===== src/rtl/i2s_capture_ctrl.sv =====
// Capture sequencer between the I2S microphone receiver and the DMA channel:
// voice-activity gated capture with hangover, word FIFO and burst/flush DMA requests.
module i2s_capture_ctrl #(
  parameter int DATA_W       = 24,
  parameter int DEPTH        = 8,
  parameter int BURST        = 4,
  parameter int HANG_SAMPLES = 16
) (
  input  logic                     clk,
  input  logic                     rst,
  input  logic                     start,
  input  logic                     stop,
  output logic                     i2s_en,
  input  logic                     i2s_done,
  input  logic [31:0]              i2s_data,
  input  logic                     vad_active,
  output logic                     dma_req,
  input  logic                     dma_ack,
  output logic [DATA_W-1:0]        dma_data,
  output logic [$clog2(DEPTH):0]   fifo_level,
  output logic [7:0]               seg_count,
  output logic                     overflow,
  output logic                     busy
);

  localparam int PTR_W = $clog2(DEPTH);
  localparam int LVL_W = PTR_W + 1;
  localparam int HC_W  = $clog2(HANG_SAMPLES + 1);

  localparam logic [LVL_W-1:0] DEPTH_L   = LVL_W'(DEPTH);
  localparam logic [LVL_W-1:0] BURST_L   = LVL_W'(BURST);
  localparam logic [HC_W-1:0]  HANG_INIT = HC_W'(HANG_SAMPLES - 1);

  typedef enum logic [2:0] {
    IDLE    = 3'd0,
    LISTEN  = 3'd1,
    CAPTURE = 3'd2,
    HANG    = 3'd3,
    DRAIN   = 3'd4
  } state_e;

  state_e            state_q, state_d;
  logic [HC_W-1:0]   hang_q, hang_d;
  logic [7:0]        seg_q, seg_d;
  logic              ovf_q, ovf_d;
  logic              en_q, en_d;
  logic [PTR_W-1:0]  wr_q, wr_d, rd_q, rd_d;
  logic [LVL_W-1:0]  lvl_q, lvl_d;
  logic [DATA_W-1:0] mem_q [DEPTH];

  logic push_s, pop_s, full_s, wr_en_s;

  // Sequencer next state, push decision and FIFO bookkeeping.
  always_comb begin
    state_d = state_q;
    hang_d  = hang_q;
    seg_d   = seg_q;
    ovf_d   = ovf_q;
    push_s  = 1'b0;

    case (state_q)
      IDLE: begin
        if (start && !stop) begin
          state_d = LISTEN;
          ovf_d   = 1'b0;
        end else begin
          state_d = IDLE;
        end
      end
      LISTEN: begin
        if (i2s_done && vad_active) begin
          push_s  = 1'b1;
          state_d = CAPTURE;
          seg_d   = stop ? seg_q : seg_q + 8'd1;
        end else begin
          state_d = LISTEN;
        end
      end
      CAPTURE: begin
        if (i2s_done) begin
          push_s = 1'b1;
          if (!vad_active) begin
            state_d = HANG;
            hang_d  = HANG_INIT;
          end else begin
            state_d = CAPTURE;
          end
        end else begin
          state_d = CAPTURE;
        end
      end
      HANG: begin
        if (i2s_done) begin
          push_s = 1'b1;
          if (vad_active) begin
            state_d = CAPTURE;
          end else if (hang_q == '0) begin
            state_d = LISTEN;
          end else begin
            hang_d = hang_q - HC_W'(1);
          end
        end else begin
          state_d = HANG;
        end
      end
      DRAIN: begin
        if (lvl_q == '0) begin
          state_d = IDLE;
        end else begin
          state_d = DRAIN;
        end
      end
      default: begin
        state_d = IDLE;
      end
    endcase

    // stop wins over any capture transition, but a coincident word still lands.
    if (stop && (state_q == LISTEN || state_q == CAPTURE || state_q == HANG)) begin
      state_d = DRAIN;
    end else begin
      state_d = state_d;
    end

    pop_s   = dma_ack && (lvl_q != '0);
    full_s  = (lvl_q == DEPTH_L);
    wr_en_s = push_s && (!full_s || pop_s);

    if (push_s && full_s && !pop_s) begin
      ovf_d = 1'b1;
    end else begin
      ovf_d = ovf_d;
    end

    wr_d = wr_en_s ? wr_q + PTR_W'(1) : wr_q;
    rd_d = pop_s ? rd_q + PTR_W'(1) : rd_q;

    case ({wr_en_s, pop_s})
      2'b10:   lvl_d = lvl_q + LVL_W'(1);
      2'b01:   lvl_d = lvl_q - LVL_W'(1);
      default: lvl_d = lvl_q;
    endcase

    en_d = (state_q == LISTEN) || (state_q == CAPTURE) || (state_q == HANG);
  end

  // Control and FIFO pointer registers.
  always_ff @(posedge clk) begin
    if (rst) begin
      state_q <= IDLE;
      hang_q  <= '0;
      seg_q   <= 8'd0;
      ovf_q   <= 1'b0;
      en_q    <= 1'b0;
      wr_q    <= '0;
      rd_q    <= '0;
      lvl_q   <= '0;
    end else begin
      state_q <= state_d;
      hang_q  <= hang_d;
      seg_q   <= seg_d;
      ovf_q   <= ovf_d;
      en_q    <= en_d;
      wr_q    <= wr_d;
      rd_q    <= rd_d;
      lvl_q   <= lvl_d;
    end
  end

  // Word storage; stale contents are unreachable once the pointers reset.
  always_ff @(posedge clk) begin
    if (wr_en_s) begin
      mem_q[wr_q] <= i2s_data[31 -: DATA_W];
    end
  end

  assign i2s_en     = en_q;
  assign busy       = (state_q != IDLE);
  assign dma_req    = (lvl_q >= BURST_L) ||
                      ((lvl_q != '0) && (state_q == LISTEN || state_q == DRAIN));
  assign dma_data   = mem_q[rd_q];
  assign fifo_level = lvl_q;
  assign seg_count  = seg_q;
  assign overflow   = ovf_q;

endmodule


===== config.mk =====
export PLATFORM = sky130hd
export DESIGN_NAME = i2s_capture_ctrl
export DESIGN_NICKNAME = d
export VERILOG_FILES = /design/src/rtl/i2s_capture_ctrl.sv
export SDC_FILE = /design/constraint.sdc
export NUM_CORES = 1
export LEC_CHECK = 0
export CORE_UTILIZATION = 57
export DETAILED_ROUTE_END_ITERATION = 12
export PLACE_DENSITY = 0.79
export SLEW_MARGIN = 5
export SYNTH_ARGS = -nofsm -noshare
export SYNTH_HDL_FRONTEND = slang
export SYNTH_SLANG_ARGS = --single-unit

===== constraint.sdc =====
create_clock -name clk -period 4.7 [get_ports clk]
set_clock_uncertainty 0.1 [all_clocks]
set_input_delay 0.705 -clock clk [delete_from_list [all_inputs] [get_ports clk]]
set_output_delay 0.705 -clock clk [all_outputs]
set_load 0.005 [all_outputs]

==> results.md, run 1 <==
- FF-to-FF Start: state_q[0]
- Most common cell in the synthesized netlist: edfxtp_1
- TritonCTS Buffers: 22
- Input/output buffers: 70
- Top FF cell, synth: edfxtp_1
- Tmin final: 3690 ps
- Vias/cell: roughly 6.0
- Yosys warnings: 0
- Number of diodes: 0
- Post-DP HPWL: 9700 µm
- Mux cell area share after synthesis: about 16%
- CTS sink count: 223
- DIE HEIGHT: 126 µm
- Pin count of the biggest net entering global routing: 49
- Worst path arrival time: 2880 ps
- # hold bufs at CTS: 0
- Status: complete, no violations
- Crit Path Category: reg2out
- Combinational family with the most area after synthesis: multiplexers
- IO Pins: 79
- Final setup TNS: 0 ps
- Area share of the leading cell type in the synthesized netlist: 65.6%
- Worst hold path cell count: 2
- Global-route wire length before repair: 26,000 µm
- RSZ-0062 raised after global routing: no
- RD Place Congestion: 0.761
- Slew Viols, Final: 0
- Final setup vio count: 0
- Tot Pwr: 4.63 mW
- Netlist Area Pre-Place: 8790 µm²
- P per Cell Area: approximately 440 nW/µm²
- # fillers: between 900 and 1k
- Library cells used by synthesis: 49
- Placed cell area: between 9000 and 10,000 µm²
- Critical Path End Type: output pin
- Min-delay worst type: reg2reg
- Fin area: 10,500 µm²
- Syn Inst Count: ~460
- Worst R2R Path Depth: 5
- Initial antenna violation count: 0
- Yosys reg bits: around 220
- Post-layout net count: 592
- DR WL/cell: 22.2 µm
- Post-Synth Adder-Cell Area: 0.712%
- Area leader, netlist: edfxtp_1
- Setup crit end: dma_data[23]
- Worst reg-to-reg setup slack: 1880 ps
- Number of flops mapped to enable cells by yosys: 192
- Initial DRT Pass Iterations: 4
- Share of cells above drive strength 1: around a quarter
- CTS root buffer: clkbuf_16
- # Post-CTS Setup Buffers: 0
- Initial DRC count: 282
- Fmax: around 0.27 GHz
- Register area share after synthesis: 72.7%
- Crit path max fanout: 48
- Post-synth top cells: edfxtp_1 (192), mux4_2 (48), dfxtp_1 (31)
- Die X: 126 µm
- Clock Tree Buf Depth: 3
- GRT Util Overall: 21.7%
- Final hold vios: 0
- Post-DRT Antenna Nets: 0
- Worst skew pair latency: 490 ps
- Mapped Avg Cell Area: 18.9 µm²
- Worst Path Required: 3890 ps
- H-tree Lvls: 1
- Synth top area cells: edfxtp_1 (66%), mux4_2 (12%), dfxtp_1 (7.1%)
- DIE AREA: 15,900 µm²
- Total number of vias: 4,496
- Cts repair resizes: 0
- WL final: 16,700 µm
- Compound-Gate Fraction of Synth Area: 3.09%
- Layout area overhead: 19.0%
- # rows: 45
- Post-Synth XOR/XNOR Area: less than 1%
- VDD IR-drop max: 334 µV
- Vias in the first global route: 4,871
- Post-Syn Nets: about 510
- Asr flop ratio synth: 0%
- Initial Util: 58.0%
- CTS tree: done
- Worst-path clk slew: 60 ps
- Leak Pwr: 3.30 nW
- MaxCap Viol Count: 0
- Max-slew headroom: 25.8%
- Post-synthesis simple-gate area fraction: 5.07%
- CP Launch Type: register
- Grt total ovfl: 0
- Drt drc: 0
- Period utilization: 78.5%
- Slew @ Worst Pin: approximately 1100 ps
- RR Endpoint: mem_q[6][15]
- Core Box Area: 15,100 µm²
[sequential cells by signal, indices dropped and copies added (netlist names), named ones only]
| name | count |
|---|---|
| seg_count | 8 |
| i2s_en | 1 |
| wr_q | 3 |
| overflow | 1 |
| fifo_level | 4 |
| mem_q | 192 |
| hang_q | 5 |
| state_q | 3 |
| rd_q | 3 |
[per-stage QoR]
stage	utilization (%)	worst slack, ps	hold slack, ps	cells
after floorplan	-	729	335	464
after global placement	64.3	1290	351	712
after detailed placement	64.3	1270	363	712
after CTS	69.0	928	371	752
after global routing	69.1	809	403	752
final	69.1	1010	376	752
[power breakdown]
part | switching (mW) | internal [mW] | total, mW
registers | 0.129 | 2.18 | 2.31
logic | 0.203 | 0.414 | 0.617
clock network | 0.685 | 1.02 | 1.71
total | 1.02 | 3.61 | 4.63
[cell families after synthesis]
logic type	Yosys count
buffers and inverters	25
xor gates and xnor gates	9
and+or+nand+nor	84
AOI/OAI and AO/OA	40
DFF	223
adders and majority gates	5
muxes	78
[worst min path at each step]
stage	from	end	slack [ps]
5_1_grt	overflow	overflow	400
3_5_place_dp	hang_q[4]	hang_q[4]	360
6_report	hang_q[4]	hang_q[4]	380
3_3_place_gp	hang_q[4]	hang_q[4]	350
2_1_floorplan	hang_q[4]	hang_q[4]	340
4_1_cts	hang_q[4]	hang_q[4]	370
[critical path, stage by stage (launching register included)]
cell	delay, ps
dfxtp_4	960
mux4_2	620
mux2_2	300
clkdlybuf4s50_1	450
[final cells by class]
cell class | instances | area, µm² | share of cell area, %
multi-input cells | 216 | 2310 | 22.1
inverters | 4 | 15.0 | 0.144
clock buffers | 31 | 616 | 5.89
flip-flops and latches | 223 | 6390 | 61.1
repair buffers | 81 | 796 | 7.61
clock inverters | 9 | 92.6 | 0.885
well taps | 188 | 235 | 2.25
[routing by layer]
layer	wire length (µm)	global-route usage, %
met4	342	7.80
met5	0	0
met3	966	3.57
met2	8710	38.8
met1	6640	26.6
[placed cells by master (no fill, tap or decap), types with 2 or more instances in the layout]
cell type        count
mux2_2              25
nor2_2               3
buf_4               10
clkinv_1             4
a21oi_2              2
xor2_1               6
a21oi_1             13
nor2_1              22
nand4_1              2
edfxtp_1           192
clkbuf_1             7
or3_1                6
clkdlybuf4s50_1     70
a22oi_1              2
xnor2_1              3
bufinv_16            2
nor2b_1              4
dfxtp_1             28
inv_1                4
nand2_1             11
mux2i_1              4
nor3_2               5
clkbuf_16           23
nor3_1               3
nand2b_1             7
a211oi_1             3
a21o_1               2
nand3_1              9
ha_1                 5
mux4_2              48
clkinv_2             2
dfxtp_2              2
o21ai_0             12
No activity file was read; power rests on OpenSTA's default activity.
==> run 2, diff against run 1 <==
Settings changed: CORE_UTILIZATION 57 to 52, PLACE_DENSITY 0.79 to 0.76.
Clock period 4.7 ns to 3.2 ns, I/O delays scaled along.
==> run 2 against run 1 <==
Against the previous run:
- first-iteration DRC count fell by 24%
- hold slack improved by 2.9 ps
- combinational power rose by 77%
- die area rose by 9.5%
- largest cell class unchanged
- sequential power rose by 42%
==> results.md, run 2 (synthesized netlist as in run 1, its figures left out) <==
- Status: complete, no violations
- Top reg by flops: mem_q
- Met2 usage: 34.6% (-4.2 points)
- Leak Pwr: 3.37 nW (+2.2%)
- CTS root buffer: clkbuf_16
- IO Pins: 79 (unchanged)
- Max reg flops: 192 (unchanged)
- RSZ-0062 raised after global routing: no
- Grt total ovfl: 0 (unchanged)
- Drt drc: 0 (unchanged)
- Hold path startpoint: hang_q[4]
- Worst skew pair latency: 490 ps (about the same)
- Logic pwr share: 16.1% (+2.8 points)
- Crit Path Category: reg2out
- MaxCap Viol Count: 0 (unchanged)
- Post-DP HPWL: 10000 µm (+3.1%)
- H-tree Lvls: 1 (unchanged)
- Share of cells above drive strength 1: 25.3% (+1.7 points)
- Sw Pwr: 1.51 mW (+48%)
- Fmax: between 0.3 and 0.4 GHz
- Input/output buffers: 70 (unchanged)
- Slew @ Worst Pin: 531 ps (-578 ps)
- Min-delay worst type: reg2reg
- Period utilization: a little over nine tenths
- DIE HEIGHT: 132 µm (+4.6%)
- Crit path max fanout: 21 (-56%)
- Initial antenna violation count: 0 (unchanged)
- WL final: 16,400 µm (-1.7%)
- RD Place Congestion: 0.759 (-0.25%)
- Tmin final: 3020 ps
- P per Cell Area: 639 nW/µm² (+44%)
- Finished Core Util: 64.2% (-4.9 points)
- # fillers: 1,114 (+22%)
- CP Launch Type: register
- Slew Viols, Final: 0 (unchanged)
- Total number of vias: 4,583 (+1.9%)
- Met1 Usage GRT: 24.5% (-2.1 points)
- CTS sink count: 223 (unchanged)
- Clock power frac: 35.5% (-1.4 points)
- Global-route wire length before repair: 25,900 µm (-0.32%)
- Multi-input gate area: 2320 µm² (+0.38%)
- Sequential share of power: 48.4% (-1.4 points)
- Initial Util: 53.2% (-4.8 points)
- Layout area overhead: 20.7%
- # rows: 47 (+4.4%)
- CTS tree: done
- Core Box Area: 16,500 µm² (+9.1%)
- Final setup vio count: 0 (unchanged)
- Cts repair resizes: 0 (unchanged)
- Switch share: 22.3% (+0.33 points)
- Register area: 6390 µm² (about the same)
- VDD IR-drop max: 398 µV (+19%)
- Worst path arrival time: 2440 ps (-440 ps)
- Worst Path Required: 2620 ps (-1270 ps)
- Worst reg-to-reg setup slack: 860 ps (-1020 ps)
- Final setup TNS: 0 ps (unchanged)
- Vias/cell: 5.71 (-4.4%)
- TritonCTS Buffers: 23 (+4.5%)
- Post-layout net count: 610 (+3.0%)
- Die X: 132 µm (+4.6%)
- Final hold vios: 0 (unchanged)
- Max-slew headroom: 64.1% (+38 points)
- Most frequent cells in the layout: edfxtp_1 (192), clkdlybuf4s50_1 (70), mux4_2 (48), dfxtp_1 (29), buf_4 (27)
- Worst-path clk slew: 60 ps (about the same)
- GRT Util Overall: 19.5% (-2.2 points)
- DIE AREA: 17,400 µm² (+9.5%)
- FF-to-FF Start: state_q[0]
- Most common cell after layout, fill and taps aside: edfxtp_1
- Int Pwr: 5.26 mW (+46%)
- Number of diodes: 0 (unchanged)
- Initial DRT Pass Iterations: 4 (unchanged)
- GR peak layer: met2
- Global Route met3 Usage: 3.27% (-0.30 points)
- Post-DRT Antenna Nets: 0 (unchanged)
- Initial DRC count: 213 (-24%)
- Clock Tree Buf Depth: 3 (unchanged)
- Critical Path End Type: output pin
- Vias in the first global route: 4,840 (-0.64%)
- DR WL/cell: 20.4 µm (-7.8%)
- Pin count of the biggest net entering global routing: 32 (-35%)
==> run 2: routing by layer <==
| metal | vias up | routed length [µm] |
|---|---|---|
| met5 | - | 0 |
| met2 | 125 | 8540 |
| li1 | 2082 | - |
| met4 | 0 | 242 |
| met3 | 21 | 857 |
| met1 | 2355 | 6740 |
==> run 2: power by group through the flow <==
stage / logic, mW / clock network [mW] / registers, mW
6_report: 1.09 / 2.40 / 3.28
4_1_cts: 1.11 / 2.45 / 3.28
2_1_floorplan: 0.707 / 0 / 3.31
5_1_grt: 1.18 / 2.57 / 3.28
3_5_place_dp: 1.04 / 0 / 3.37
3_3_place_gp: 1.02 / 0 / 3.36
==> run 2: worst paths after layout <==
check,end,cells after the start
min,hang_q[4],2
max,dma_data[13],4
max reg2reg,mem_q[4][10],5
min reg2reg,hang_q[4],2
==> run 2: metrics by stage <==
stage	worst slack [ps]	power, mW	hold WS (ps)	cells	instance area [µm²]
global route	71.3	7.03	395	802	10600
floorplan	71.3	4.01	335	464	8800
detailed placement	430	4.41	371	757	9900
finish	179	6.77	378	802	10600
CTS	140	6.84	380	802	10600
global placement	479	4.38	348	757	9900
==> run 2: cell type report <==
| type | instances | area share [%] |
|---|---|---|
| clock buffer | 31 | 5.71 |
| clock inverter | 10 | 0.684 |
| inverter | 4 | 0.142 |
| multi-input combinational | 216 | 21.9 |
| sequential | 223 | 60.3 |
| tap | 220 | 2.60 |
| timing repair buffer | 98 | 8.71 |
==> run 2: critical path: stages, from the launching register on <==
cell and delay [ps]:
dfxtp_4 420, buf_12 230, mux4_2 540, mux2_2 310, clkdlybuf4s50_1 450
==> run 2: what timing repair did <==
action | CTS | global route
hold buffers | 0 | 0
endpoints found under the setup margin | 18 | 0
setup buffers | 4 | 0
==> run 3, diff against run 2 <==
Settings changed: CTS_CLUSTER_SIZE set to 14.
==> results of run 3 <==
The final DEF is identical to that of run 2; final timing and power are the same.
